$ cat config.mk
export PLATFORM = sky130hd
export DESIGN_NAME = systolic_array_ws
export DESIGN_NICKNAME = d
export VERILOG_FILES = /design/src/rtl/systolic_array_ws_pkg.sv /design/src/rtl/systolic_array_ws_pe.sv /design/src/rtl/systolic_array_ws.sv
export SDC_FILE = /design/constraint.sdc
export NUM_CORES = 1
export LEC_CHECK = 0
export ABC_CLOCK_PERIOD_IN_PS = 7600
export CAP_MARGIN = 40
export CORE_MARGIN = 2
export CORE_UTILIZATION = 45
export CTS_CLUSTER_SIZE = 10
export DETAILED_ROUTE_END_ITERATION = 8
export PLACE_DENSITY_LB_ADDON = 0.15
export SYNTH_ARGS = -nofsm -noshare
export SYNTH_HDL_FRONTEND = slang
export SYNTH_SLANG_ARGS = --single-unit
$ cat constraint.sdc
create_clock -name clk -period 7.6 [get_ports clk]
set_input_delay 1.52 -clock clk [delete_from_list [all_inputs] [get_ports clk]]
set_output_delay 1.52 -clock clk [all_outputs]
set_load 0.005 [all_outputs]
$ cat src/rtl/systolic_array_ws_pkg.sv
// Shared types and constants for the weight-stationary systolic array.
// The top-level parameters default to the Def* values below.
package systolic_array_ws_pkg;

    localparam int DefBitSize        = 8;
    localparam int DefWeightBitSize  = 2;
    localparam int DefMWBitSize      = 8;
    localparam int DefNumOfInputs    = 2;
    localparam int DefNumOfNerves    = 3;
    localparam int DefDepthIn        = 2;

    typedef logic signed [DefBitSize-1:0]       act_t;
    typedef logic signed [DefWeightBitSize-1:0] weight_t;

    localparam int Latency = DefNumOfInputs + DefNumOfNerves - 1;

    function automatic int calcLatency(input int rows, input int cols);
        return rows + cols - 1;
    endfunction

endpackage

$ cat src/rtl/systolic_array_ws_pe.sv
// One processing element: a stationary weight, an activation passthrough,
// a wrapping multiply-accumulate, and a valid bit that travels with the data.
module systolic_pe
    import systolic_array_ws_pkg::*;
#(
    parameter int BitSize        = DefBitSize,
    parameter int Weight_BitSize = DefWeightBitSize
) (
    input  logic                             clk,
    input  logic                             res_n,
    input  logic                             i_load,
    input  logic signed [Weight_BitSize-1:0] i_weight,
    input  logic                             i_valid,
    input  logic signed [BitSize-1:0]        i_data,
    input  logic signed [BitSize-1:0]        i_psum,
    output logic signed [Weight_BitSize-1:0] o_weight,
    output logic                             o_valid,
    output logic signed [BitSize-1:0]        o_data,
    output logic signed [BitSize-1:0]        o_psum
);

    logic signed [Weight_BitSize-1:0] r_weight;
    logic signed [BitSize-1:0]        r_data;
    logic signed [BitSize-1:0]        r_psum;
    logic                             r_valid;
    logic signed [BitSize-1:0]        w_weight_ext;
    logic signed [BitSize-1:0]        w_prod;

    assign w_weight_ext = {{(BitSize-Weight_BitSize){r_weight[Weight_BitSize-1]}}, r_weight};
    assign w_prod       = i_data * w_weight_ext;

    // Data and psum only advance with a valid vector, so idle cycles leave results intact.
    always_ff @(posedge clk) begin
        if (res_n) begin
            r_weight <= '0;
            r_data   <= '0;
            r_psum   <= '0;
            r_valid  <= 1'b0;
        end else begin
            if (i_load)
                r_weight <= i_weight;
            r_valid <= i_valid;
            if (i_valid) begin
                r_data <= i_data;
                r_psum <= i_psum + w_prod;
            end
        end
    end

    assign o_weight = r_weight;
    assign o_valid  = r_valid;
    assign o_data   = r_data;
    assign o_psum   = r_psum;

endmodule

$ cat src/rtl/systolic_array_ws.sv
// Weight-stationary MAC grid: psum bias skew in, PE grid, output deskew
// so all columns emerge together, and the batch done counter.
module systolic_array_ws
    import systolic_array_ws_pkg::*;
#(
    parameter int BitSize        = DefBitSize,
    parameter int Weight_BitSize = DefWeightBitSize,
    parameter int M_W_BitSize    = DefMWBitSize,
    parameter int NumOfInputs    = DefNumOfInputs,
    parameter int NumOfNerves    = DefNumOfNerves,
    parameter int DepthIn        = DefDepthIn
) (
    input  logic                                  clk,
    input  logic                                  res_n,
    input  logic                                  in_valid,
    input  logic                                  in_start,
    input  logic [NumOfInputs*BitSize-1:0]        in_data,
    input  logic [NumOfNerves*M_W_BitSize-1:0]    in_weights,
    input  logic [NumOfNerves*BitSize-1:0]        in_partial_sum,
    input  logic                                  en_l_b,
    output logic                                  out_valid,
    output logic                                  out_done,
    output logic [NumOfNerves-1:0][BitSize-1:0]   out_data
);

    localparam int PipeLatency = calcLatency(NumOfInputs, NumOfNerves);
    localparam int CntW        = $clog2(DepthIn + 1);

    logic                                                 w_in_valid;
    logic [NumOfInputs-1:0]                               w_lane_valid;
    logic [NumOfInputs-2:0]                               r_lane_sr;
    logic [NumOfNerves-1:0][BitSize-1:0]                  w_bias;
    logic [NumOfInputs-1:0][NumOfNerves:0][BitSize-1:0]   w_data_h;
    logic [NumOfInputs-1:0][NumOfNerves:0]                w_valid_h;
    logic [NumOfInputs:0][NumOfNerves-1:0][BitSize-1:0]   w_psum_v;
    logic [NumOfInputs:0][NumOfNerves-1:0][Weight_BitSize-1:0] w_weight_v;
    logic [NumOfNerves-1:0]                               w_col_valid;
    logic [PipeLatency-1:0]                               r_start_sr;
    logic                                                 w_start_out;
    logic [CntW-1:0]                                      r_cnt;
    logic [CntW-1:0]                                      w_cnt_next;
    logic                                                 w_unused;

    assign w_in_valid   = in_valid & ~en_l_b;
    assign w_lane_valid = {r_lane_sr, w_in_valid};

    // Lane r data arrives r cycles after lane 0, so its valid is delayed to match.
    always_ff @(posedge clk) begin
        if (res_n)
            r_lane_sr <= '0;
        else
            r_lane_sr <= w_lane_valid[NumOfInputs-2:0];
    end

    for (genvar c = 0; c < NumOfNerves; c++) begin : g_skew
        if (c == 0) begin : g_direct
            assign w_bias[c] = in_partial_sum[c*BitSize +: BitSize];
        end else begin : g_dly
            logic [c-1:0][BitSize-1:0] r_sk;
            always_ff @(posedge clk) begin
                if (res_n) begin
                    r_sk <= '0;
                end else begin
                    r_sk[0] <= in_partial_sum[c*BitSize +: BitSize];
                    for (int k = 1; k < c; k++)
                        r_sk[k] <= r_sk[k-1];
                end
            end
            assign w_bias[c] = r_sk[c-1];
        end
        assign w_psum_v[0][c]   = w_bias[c];
        assign w_weight_v[0][c] = in_weights[c*M_W_BitSize +: Weight_BitSize];
    end

    for (genvar r = 0; r < NumOfInputs; r++) begin : g_row
        assign w_data_h[r][0]  = in_data[r*BitSize +: BitSize];
        assign w_valid_h[r][0] = w_lane_valid[r];
        for (genvar c = 0; c < NumOfNerves; c++) begin : g_col
            systolic_pe #(
                .BitSize        (BitSize),
                .Weight_BitSize (Weight_BitSize)
            ) u_pe (
                .clk      (clk),
                .res_n    (res_n),
                .i_load   (en_l_b),
                .i_weight (w_weight_v[r][c]),
                .i_valid  (w_valid_h[r][c]),
                .i_data   (w_data_h[r][c]),
                .i_psum   (w_psum_v[r][c]),
                .o_weight (w_weight_v[r+1][c]),
                .o_valid  (w_valid_h[r][c+1]),
                .o_data   (w_data_h[r][c+1]),
                .o_psum   (w_psum_v[r+1][c])
            );
        end
    end

    // Earlier columns finish sooner; each waits NumOfNerves-1-c enabled stages to line up.
    for (genvar c = 0; c < NumOfNerves; c++) begin : g_deskew
        localparam int L = NumOfNerves - 1 - c;
        if (L == 0) begin : g_direct
            assign out_data[c]    = w_psum_v[NumOfInputs][c];
            assign w_col_valid[c] = w_valid_h[NumOfInputs-1][c+1];
        end else begin : g_dly
            logic [L-1:0][BitSize-1:0] r_dd;
            logic [L-1:0]              r_dv;
            always_ff @(posedge clk) begin
                if (res_n) begin
                    r_dd <= '0;
                    r_dv <= '0;
                end else begin
                    r_dv[0] <= w_valid_h[NumOfInputs-1][c+1];
                    if (w_valid_h[NumOfInputs-1][c+1])
                        r_dd[0] <= w_psum_v[NumOfInputs][c];
                    for (int k = 1; k < L; k++) begin
                        r_dv[k] <= r_dv[k-1];
                        if (r_dv[k-1])
                            r_dd[k] <= r_dd[k-1];
                    end
                end
            end
            assign out_data[c]    = r_dd[L-1];
            assign w_col_valid[c] = r_dv[L-1];
        end
    end

    assign out_valid = w_col_valid[NumOfNerves-1];

    always_ff @(posedge clk) begin
        if (res_n)
            r_start_sr <= '0;
        else
            r_start_sr <= {r_start_sr[PipeLatency-2:0], w_in_valid & in_start};
    end

    assign w_start_out = r_start_sr[PipeLatency-1];
    assign w_cnt_next  = w_start_out ? CntW'(1) : r_cnt + CntW'(1);
    assign out_done    = out_valid & (w_cnt_next == CntW'(DepthIn));

    always_ff @(posedge clk) begin
        if (res_n)
            r_cnt <= '0;
        else if (out_valid)
            r_cnt <= out_done ? '0 : w_cnt_next;
    end

    // Edge-of-grid outputs (last column data, bottom-row weights, upper weight bits) go nowhere.
    assign w_unused = ^{in_weights, w_data_h, w_valid_h, w_weight_v, w_col_valid};

endmodule

==> metrics.cfg, run 1 <==
[run_status]
status = completed

[min_path]
worstHoldEndpoint = g_skew[2].g_dly.r_sk[15]
hold_path_class = reg2reg
hold_start = g_skew[2].g_dly.r_sk[7]
hold_depth = 1

[cts]
cts-root-buf = clkbuf_16
clock_latency_ns = 0.42
clockBufferDepth = 2
post_cts_buffers = 0
cts.clk_slew.worst_paths_ns = 0.06
htree_levels = 4
cts.sinks = 150
cts_tree = done
cts-buffers-inserted = 17
post_cts_resize_count = 0
hold_buffers = 0

[route]
num_vias = 6301
ant_nets = 0
routed_wirelength_mm = 17.1
dr.pass1.iters = 5
drcViolationCount = 0
detail_route.vias_per_cell = 4.81
drtIter0Drc = 308
wire_per_inst_um = 13.0

[logic_synthesis]
ys_async_sr_fraction_pct = 0
synth.largest_area_cell = dfxtp_1
synthTopCellsByArea = dfxtp_1 34%, fa_1 9.6%, mux2i_1 8.9%
synth.distinct_cells = 41
synth_warnings = 0
ys_ff_latch = 150
yosysSeqAreaShare_pct = 34.3
synth-edff-count = 0
avgSynthCellArea_um2 = 8.88
synth_area_um2 = 8760
synthFlopType = dfxtp_1
synthTopCellsByCount = 150 x dfxtp_1, 116 x inv_1, 95 x nor2_1
synth_top_area_share_pct = 34.3
synth_nets = 1151
postSynthCellCount = 986
yosysMostFrequentCell = dfxtp_1

[die]
ios = 95
die_area_um2 = 20600
core_um2 = 19300
die_w_um = 144
die_h_um = 144
start_util_pct = 45.4
rows = 51

[critical_path]
reg2reg_depth = 9
critPathMaxFanout = 5
reg2reg_to = g_row[0].g_col[1].u_pe.o_psum[7]
r2r_slack_ns = 4.61
arrival_ns = 4.11
timing.rr.start = g_row[0].g_col[1].u_pe.o_weight[1]
worst_setup_path_end_kind = flip-flop
crit_required_ns = 7.92
cp-start-kind = input pin
worst-setup-path-type = in2reg

[place]
port_buffers = 76
place_inst = 1277
pre_cts_ws_ns = 3.38
placed_area_um2 = 9700
gp_congestion = 0.815
hpwlAfterDp_mm = 12.5

[final_layout]
fin_area_um2 = 10300
antennaDiodeCount = 0
final_layout_size_suffix_gt1_share_pct = 4.02
utilization_pct = 53.6
nNetsFinal = 1196
num-fill-cells = 1862
syn_to_final_growth_pct = 17.9
final_cells = 1309

[grt]
gr-total-overflow = 0
first_global_vias = 5767
grt_pass1_wl_mm = 28.5
grtUsageTotal_pct = 17.4
antenna_found_initial = 0
grt_max_degree = 87

[timing]
max-slew-margin-rel_pct = 41.4
drv_slew = 0
finClkSkew_ns = 0.0123
fin_crit_sh_pct = 49.9
hold_ws_ns = 0.431
hold_viol_final = 0
setup_viol = 0
worstMarginPinSlew_ns = 0.879
rsz0062_at_grt = false
clock.fmax_ghz = 0.264
finalCriticalPeriod_ns = 3.79
tns_ns = 0
setup_slack_ns = 3.81

[power_and_ir_drop]
ir_drop_v = 0.000144
power_mw = 1.93
p_leak_nw = 4.43
power_density_nw_per_um2 = 187

[run]
cap_viol_max_count = 0

state kept, by name, indices dropped and copies added (netlist names):
register	cells
r_start_sr	4
g_row.g_col.u_pe.o_data	32
out_data	8
g_deskew.g_dly.r_dd	16
g_row.g_col.u_pe.o_valid	4
g_skew.g_dly.r_sk	24
r_cnt	2
g_row.g_col.u_pe.o_weight	12
g_row.g_col.u_pe.o_psum	48
placed cells by master (no fill, tap or decap), drive strengths merged, types with 11 or more instances in the layout:
cell and instances:
inv 116, nor2b 36, ha 54, dfxtp 150, a211oi 12, o21ai 25
xnor2 33, nor2 95, o311ai 11, mux2i 78, nand2 91, clkdlybuf4s50 75
nand2b 40, nand3 21, a21o 13, clkbuf 21, fa 42, a21oi 34
cell type report:
cell class	count	area [um^2]	area share, %
multi-input combinational	663	5050	49.0
sequential	150	3010	29.1
timing repair buffer	83	876	8.48
clock buffer	21	470	4.56
inverter	116	435	4.22
tap	265	332	3.21
clock inverter	11	149	1.44
critical path, stage by stage:
cell and delay [ns]:
clkdlybuf4s50_1 0.44, nand2b_1 0.18, fa_1 0.52, inv_1 0.04, ha_1 0.35, a21o_1 0.18, a211o_1 0.28, o22a_1 0.18
or3_1 0.35, o311ai_1 0.07
layer usage:
layer,track usage [%],share of wire (%),vias to the layer above
met2,27.0,45,87
met1,24.3,51,2910
met5,0,0,-
met4,5.68,1.6,0
li1,-,-,3287
met3,3.40,2.5,17
worst max-delay path by stage:
stage | cells past startpoint | endpoint | from | slack [ns]
floorplan | 9 | g_row[1].g_col[0].u_pe.o_psum[7] | in_data[11] | 3.98
finish | 10 | g_row[1].g_col[0].u_pe.o_psum[7] | in_data[11] | 3.81
global placement | 10 | g_row[1].g_col[0].u_pe.o_psum[7] | in_data[11] | 3.39
detailed placement | 10 | g_row[1].g_col[0].u_pe.o_psum[7] | in_data[11] | 3.38
CTS | 10 | g_row[1].g_col[0].u_pe.o_psum[7] | in_data[11] | 3.81
global route | 10 | g_row[1].g_col[0].u_pe.o_psum[7] | in_data[11] | 3.73
report_power, final:
group          switching (mW)  leakage, nW  total [mW]  internal (mW)
logic                   0.118         2.91       0.224          0.106
clock network           0.331        0.295       0.874          0.543
registers              0.0242         1.22       0.834          0.810
total                   0.473         4.43        1.93           1.46
kinds of logic after synthesis:
family	synth area share, %
AOI/OAI and AO/OA	9.00
muxes	8.92
xor gates and xnor gates	4.46
and+or+nand+nor	18.0
adders and majority gates	17.3
DFF	34.3
buffers and inverters	7.99
Power figures use the tool's default switching activity.
==> inputs of run 2 (changes only) <==
- ABC_CLOCK_PERIOD_IN_PS: 7600 -> 3550
- clock period: 7.6 -> 3.55 ns (I/O delays scaled with it)
==> run 2 against run 1 <==
  * Sequential power is 110% higher
  * Total power is 110% higher
  * Clock-buffer cell count stayed put
  * Clock power is 96% higher
  * First-iteration DRC count is 3.2% higher
  * Sequential cell count stayed put
  * Largest cell class unchanged
  * Via count is 0.57% higher
  * Critical path depth is 1 lower
  * Worst hold slack better by 0.0023 ns
  * Global-route usage is 0.48 points lower
  * Non-clock buffer count is 2 higher
==> metrics.cfg, run 2 (same netlist as run 1, synthesis figures left out) <==
[die]
ios = 95
die_h_um = 144
die_w_um = 144
rows = 51
start_util_pct = 45.4
core_um2 = 19300
die_area_um2 = 20600

[grt]
met3_usage_pct = 2.93
gr-total-overflow = 0
grt_pass1_wl_mm = 27.9
first_global_vias = 5699
met1_usage_pct = 24.0
grtUsageTotal_pct = 16.9
grt_max_degree = 157
busiest_layer = met2
grt_use_met2_pct = 26.3
antenna_found_initial = 0

[timing]
clock.fmax_ghz = 0.337
worstMarginPinSlew_ns = 0.691
hold_viol_final = 0
finalCriticalPeriod_ns = 2.97
setup_slack_ns = 0.578
tns_ns = 0
finClkSkew_ns = 0.00693
max-slew-margin-rel_pct = 54.0
fin_crit_sh_pct = 83.7
setup_viol = 0
rsz0062_at_grt = false
drv_slew = 0

[critical_path]
critPathMaxFanout = 14
cp_slowest_cell = dfxtp_1
critPathTopFamily = adder cells
crit_required_ns = 3.87
critPathMaxStageDelay_ns = 0.67
crit_buf_inv = 1
arrival_ns = 3.30
path_cells = nand2b_1, fa_1, inv_1, ha_1, a21o_1, a211o_1, o22a_1, or3_1, o311ai_1
worst_setup_path_end_kind = flip-flop
worst-setup-path-type = reg2reg
cp-start-kind = flip-flop

[route]
detail_route.vias_per_cell = 4.83
num_vias = 6337
ant_nets = 0
drcViolationCount = 0
drtIter0Drc = 318
routed_wirelength_mm = 16.7
dr.pass1.iters = 5
wire_per_inst_um = 12.7

[place]
gp_congestion = 0.794
port_buffers = 76
pre_cts_ws_ns = 0.228
hpwlAfterDp_mm = 12.1

[run]
cap_viol_max_count = 0

[final_layout]
most-common-layout-cells = 148 x dfxtp_1, 116 x inv_1, 95 x nor2_1
antennaDiodeCount = 0
seq_area_um2 = 3010
largest_register_ffs = 48
multi_input_area_um2 = 5050
layout_commonest_cell = dfxtp_1
num-fill-cells = 1859
final_layout_size_suffix_gt1_share_pct = 4.11
syn_to_final_growth_pct = 16.8
nNetsFinal = 1198

[run_status]
status = completed

[cts]
cts-buffers-inserted = 17
hold_buffers = 0
htree_levels = 4
cts.sinks = 150
post_cts_resize_count = 0
cts.clk_slew.worst_paths_ns = 0.06
cts-root-buf = clkbuf_16
clock_latency_ns = 0.42
cts_tree = done
clockBufferDepth = 2
post_cts_buffers = 0

[min_path]
hold_path_class = reg2reg

[power_and_ir_drop]
ir_drop_v = 0.000300
power_density_nw_per_um2 = 388
p_leak_nw = 4.38

==> run 2: changes by cell type in the layout (fill, tap and decap cells not counted), sizes merged <==
| cell | change |
|---|---|
| clkinvlp | +4 |
| clkinv | -3 |
| buf | +2 |
| bufinv | -2 |
| inv | +1 |
==> run 2: where the power goes <==
group	total, mW	internal (mW)	switching (mW)
logic	0.475	0.224	0.250
registers	1.79	1.73	0.0531
clock network	1.71	1.00	0.708
==> run 2: path summary, 6_finish.rpt <==
| kind | startpoint | to | slack, ns | cells after the start |
|---|---|---|---|---|
| worst max-delay path | g_row[0].g_col[1].u_pe.o_weight[1] | g_row[0].g_col[1].u_pe.o_psum[7] | 0.58 | 9 |
| worst min-delay path | g_skew[2].g_dly.r_sk[4] | g_skew[2].g_dly.r_sk[12] | 0.43 | 1 |
| worst max register to register | g_row[0].g_col[1].u_pe.o_weight[1] | g_row[0].g_col[1].u_pe.o_psum[7] | 0.58 | 9 |
| worst min register to register | g_skew[2].g_dly.r_sk[4] | g_skew[2].g_dly.r_sk[12] | 0.43 | 1 |
==> run 2: final cells by class <==
cell class / instances / share of cell area (%)
Timing Repair Buffer: 85 / 8.20
Clock inverter: 11 / 0.991
Clock buffer: 21 / 4.50
Sequential cell: 150 / 29.4
Inverter: 116 / 4.26
Tap cell: 265 / 3.24
Multi-Input combinational cell: 663 / 49.4
==> run 2: metrics by stage <==
stage	power [mW]	cells	hold WS (ns)	cell area [um^2]	util, %
2_1_floorplan	2.15	986	0.414	8760	-
3_3_place_gp	2.30	1279	0.417	9670	50.2
3_5_place_dp	2.30	1279	0.420	9670	50.2
4_1_cts	4.03	1311	0.435	10200	53.1
5_1_grt	4.16	1311	0.449	10200	53.1
6_report	3.97	1311	0.433	10200	53.1
==> run 2: per-layer routing <==
| metal | vias to the layer above | wire length [um] | part of all wire [%] |
|---|---|---|---|
| met1 | 2935 | 8500 | 51 |
| li1 | 3297 | - | - |
| met4 | 0 | 237 | 1.4 |
| met5 | - | 0 | 0 |
| met3 | 20 | 432 | 2.6 |
| met2 | 85 | 7530 | 45 |
==> inputs of run 3 (changes only) <==
- ABC_CLOCK_PERIOD_IN_PS: 3550 -> 3080
- clock period: 3.55 -> 3.08 ns (I/O delays scaled with it)
==> run 3 against run 2 <==
  * Sequential share of layout area decreased by 0.38 points
  * Global-route usage up 0.53 points
  * Worst setup slack got worse by 0.29 ns
  * Sequential power up 15%
  * Cell count up 1.5%
  * Die area is the same
  * Total power grew 15%
  * Critical path depth up 1
  * Design area increased by 1.3%
  * Via count barely moved
  * Sequential cell count unchanged
  * Highest routed layer unchanged
  * Critical endpoint is now g_row[1].g_col[0].u_pe.o_psum[7]
==> metrics.cfg, run 3 (same netlist as run 1, synthesis figures left out) <==
[cts]
htree_levels = 4
clockBufferDepth = 2
hold_buffers = 0
cts_tree = done
post_cts_resize_count = 0
cts-root-buf = clkbuf_16
cts-buffers-inserted = 17
cts.clk_slew.worst_paths_ns = 0.06
cts.sinks = 150
post_cts_buffers = 0
clock_latency_ns = 0.43

[critical_path]
cp-start-kind = input pin
critPathMaxFanout = 3
worst-setup-path-type = in2reg
crit_required_ns = 3.42
arrival_ns = 3.13
worst_setup_path_end_kind = flip-flop

[place]
hpwlAfterDp_mm = 12.5
port_buffers = 76
gp_congestion = 0.784
pre_cts_ws_ns = -0.154

[route]
drcViolationCount = 0
dr.pass1.iters = 4
detail_route.vias_per_cell = 4.76
num_vias = 6335
routed_wirelength_mm = 17.0
wire_per_inst_um = 12.7
drtIter0Drc = 231
ant_nets = 0

[grt]
first_global_vias = 5811
grt_max_degree = 157
antenna_found_initial = 0
grt_pass1_wl_mm = 28.5
gr-total-overflow = 0
grtUsageTotal_pct = 17.4

[timing]
setup_slack_ns = 0.289
setup_viol = 0
worstMarginPinSlew_ns = 0.730
drv_slew = 0
max-slew-margin-rel_pct = 51.3
rsz0062_at_grt = false
hold_ws_ns = 0.434
hold_viol_final = 0
fin_crit_sh_pct = 90.6
finClkSkew_ns = 0.0100
finalCriticalPeriod_ns = 2.79
clock.fmax_ghz = 0.358

[power_and_ir_drop]
power_density_nw_per_um2 = 440
ir_drop_v = 0.000365
p_leak_nw = 4.48

[die]
die_h_um = 144
die_area_um2 = 20600
rows = 51
start_util_pct = 45.4
core_um2 = 19300
die_w_um = 144
ios = 95

[run_status]
status = completed

[final_layout]
antennaDiodeCount = 0
syn_to_final_growth_pct = 18.3
utilization_pct = 53.8
layout_commonest_cell = dfxtp_1
most-common-layout-cells = 148 x dfxtp_1, 116 x inv_1, 95 x nor2_1
nNetsFinal = 1218
largest_register_ffs = 48
final_layout_size_suffix_gt1_share_pct = 5.72
num-fill-cells = 1826

[min_path]
hold_path_class = reg2reg

[run]
cap_viol_max_count = 0

==> run 3: worst max-delay path, stage by stage <==
cell and delay, ns:
clkdlybuf4s50_1 0.44, nand2b_1 0.18, fa_1 0.51, inv_1 0.04, ha_1 0.29, a21o_1 0.16, a211o_1 0.28, o22a_1 0.17
or3_1 0.35, o311ai_1 0.07
==> run 3: worst paths after layout <==
path                                      endpoint                               start  cells after the start  slack [ns]
hold / removal            g_skew[2].g_dly.r_sk[11]             g_skew[2].g_dly.r_sk[3]                      1        0.43
setup reg to reg  g_row[1].g_col[2].u_pe.o_psum[6]  g_row[1].g_col[2].u_pe.o_weight[0]                      9        0.32
setup / recovery  g_row[1].g_col[0].u_pe.o_psum[7]                         in_data[11]                     10        0.29
hold reg to reg           g_skew[2].g_dly.r_sk[11]             g_skew[2].g_dly.r_sk[3]                      1        0.43
==> run 3: area by class of cell <==
| class | instances | area [um^2] | share of cell area, % |
|---|---|---|---|
| clock buffers | 21 | 440 | 4.25 |
| clock inverters | 11 | 104 | 1.00 |
| flip-flops and latches | 150 | 3010 | 29.0 |
| well taps | 265 | 332 | 3.20 |
| repair buffers | 105 | 988 | 9.54 |
| inverters | 116 | 435 | 4.20 |
| multi-input cells | 663 | 5050 | 48.8 |
==> run 3: routing by layer <==
layer | vias to the layer above | global-route usage, % | share of wire, % | wire, um
met5 | - | 0 | 0 | 0
met4 | 0 | 6.45 | 2.0 | 346
met3 | 25 | 3.43 | 2.9 | 498
met2 | 92 | 26.7 | 45 | 7650
met1 | 2891 | 24.4 | 50 | 8460
li1 | 3327 | - | - | -
==> run 3: per-stage QoR <==
step	power [mW]	cells	TNS [ns]	area, um^2
floorplan	2.47	986	0	8760
global placement	2.67	1299	-0.118	9820
global route	4.78	1331	0	10400
CTS	4.62	1331	0	10400
detailed placement	2.67	1299	-0.171	9820
finish	4.56	1331	0	10400
==> run 3: report_power, final <==
group / internal [mW] / leakage, nW / switching, mW
combinational: 0.277 / 3.01 / 0.296
clock: 1.11 / 0.250 / 0.820
sequential: 2.00 / 1.22 / 0.0549
total: 3.39 / 4.48 / 1.17
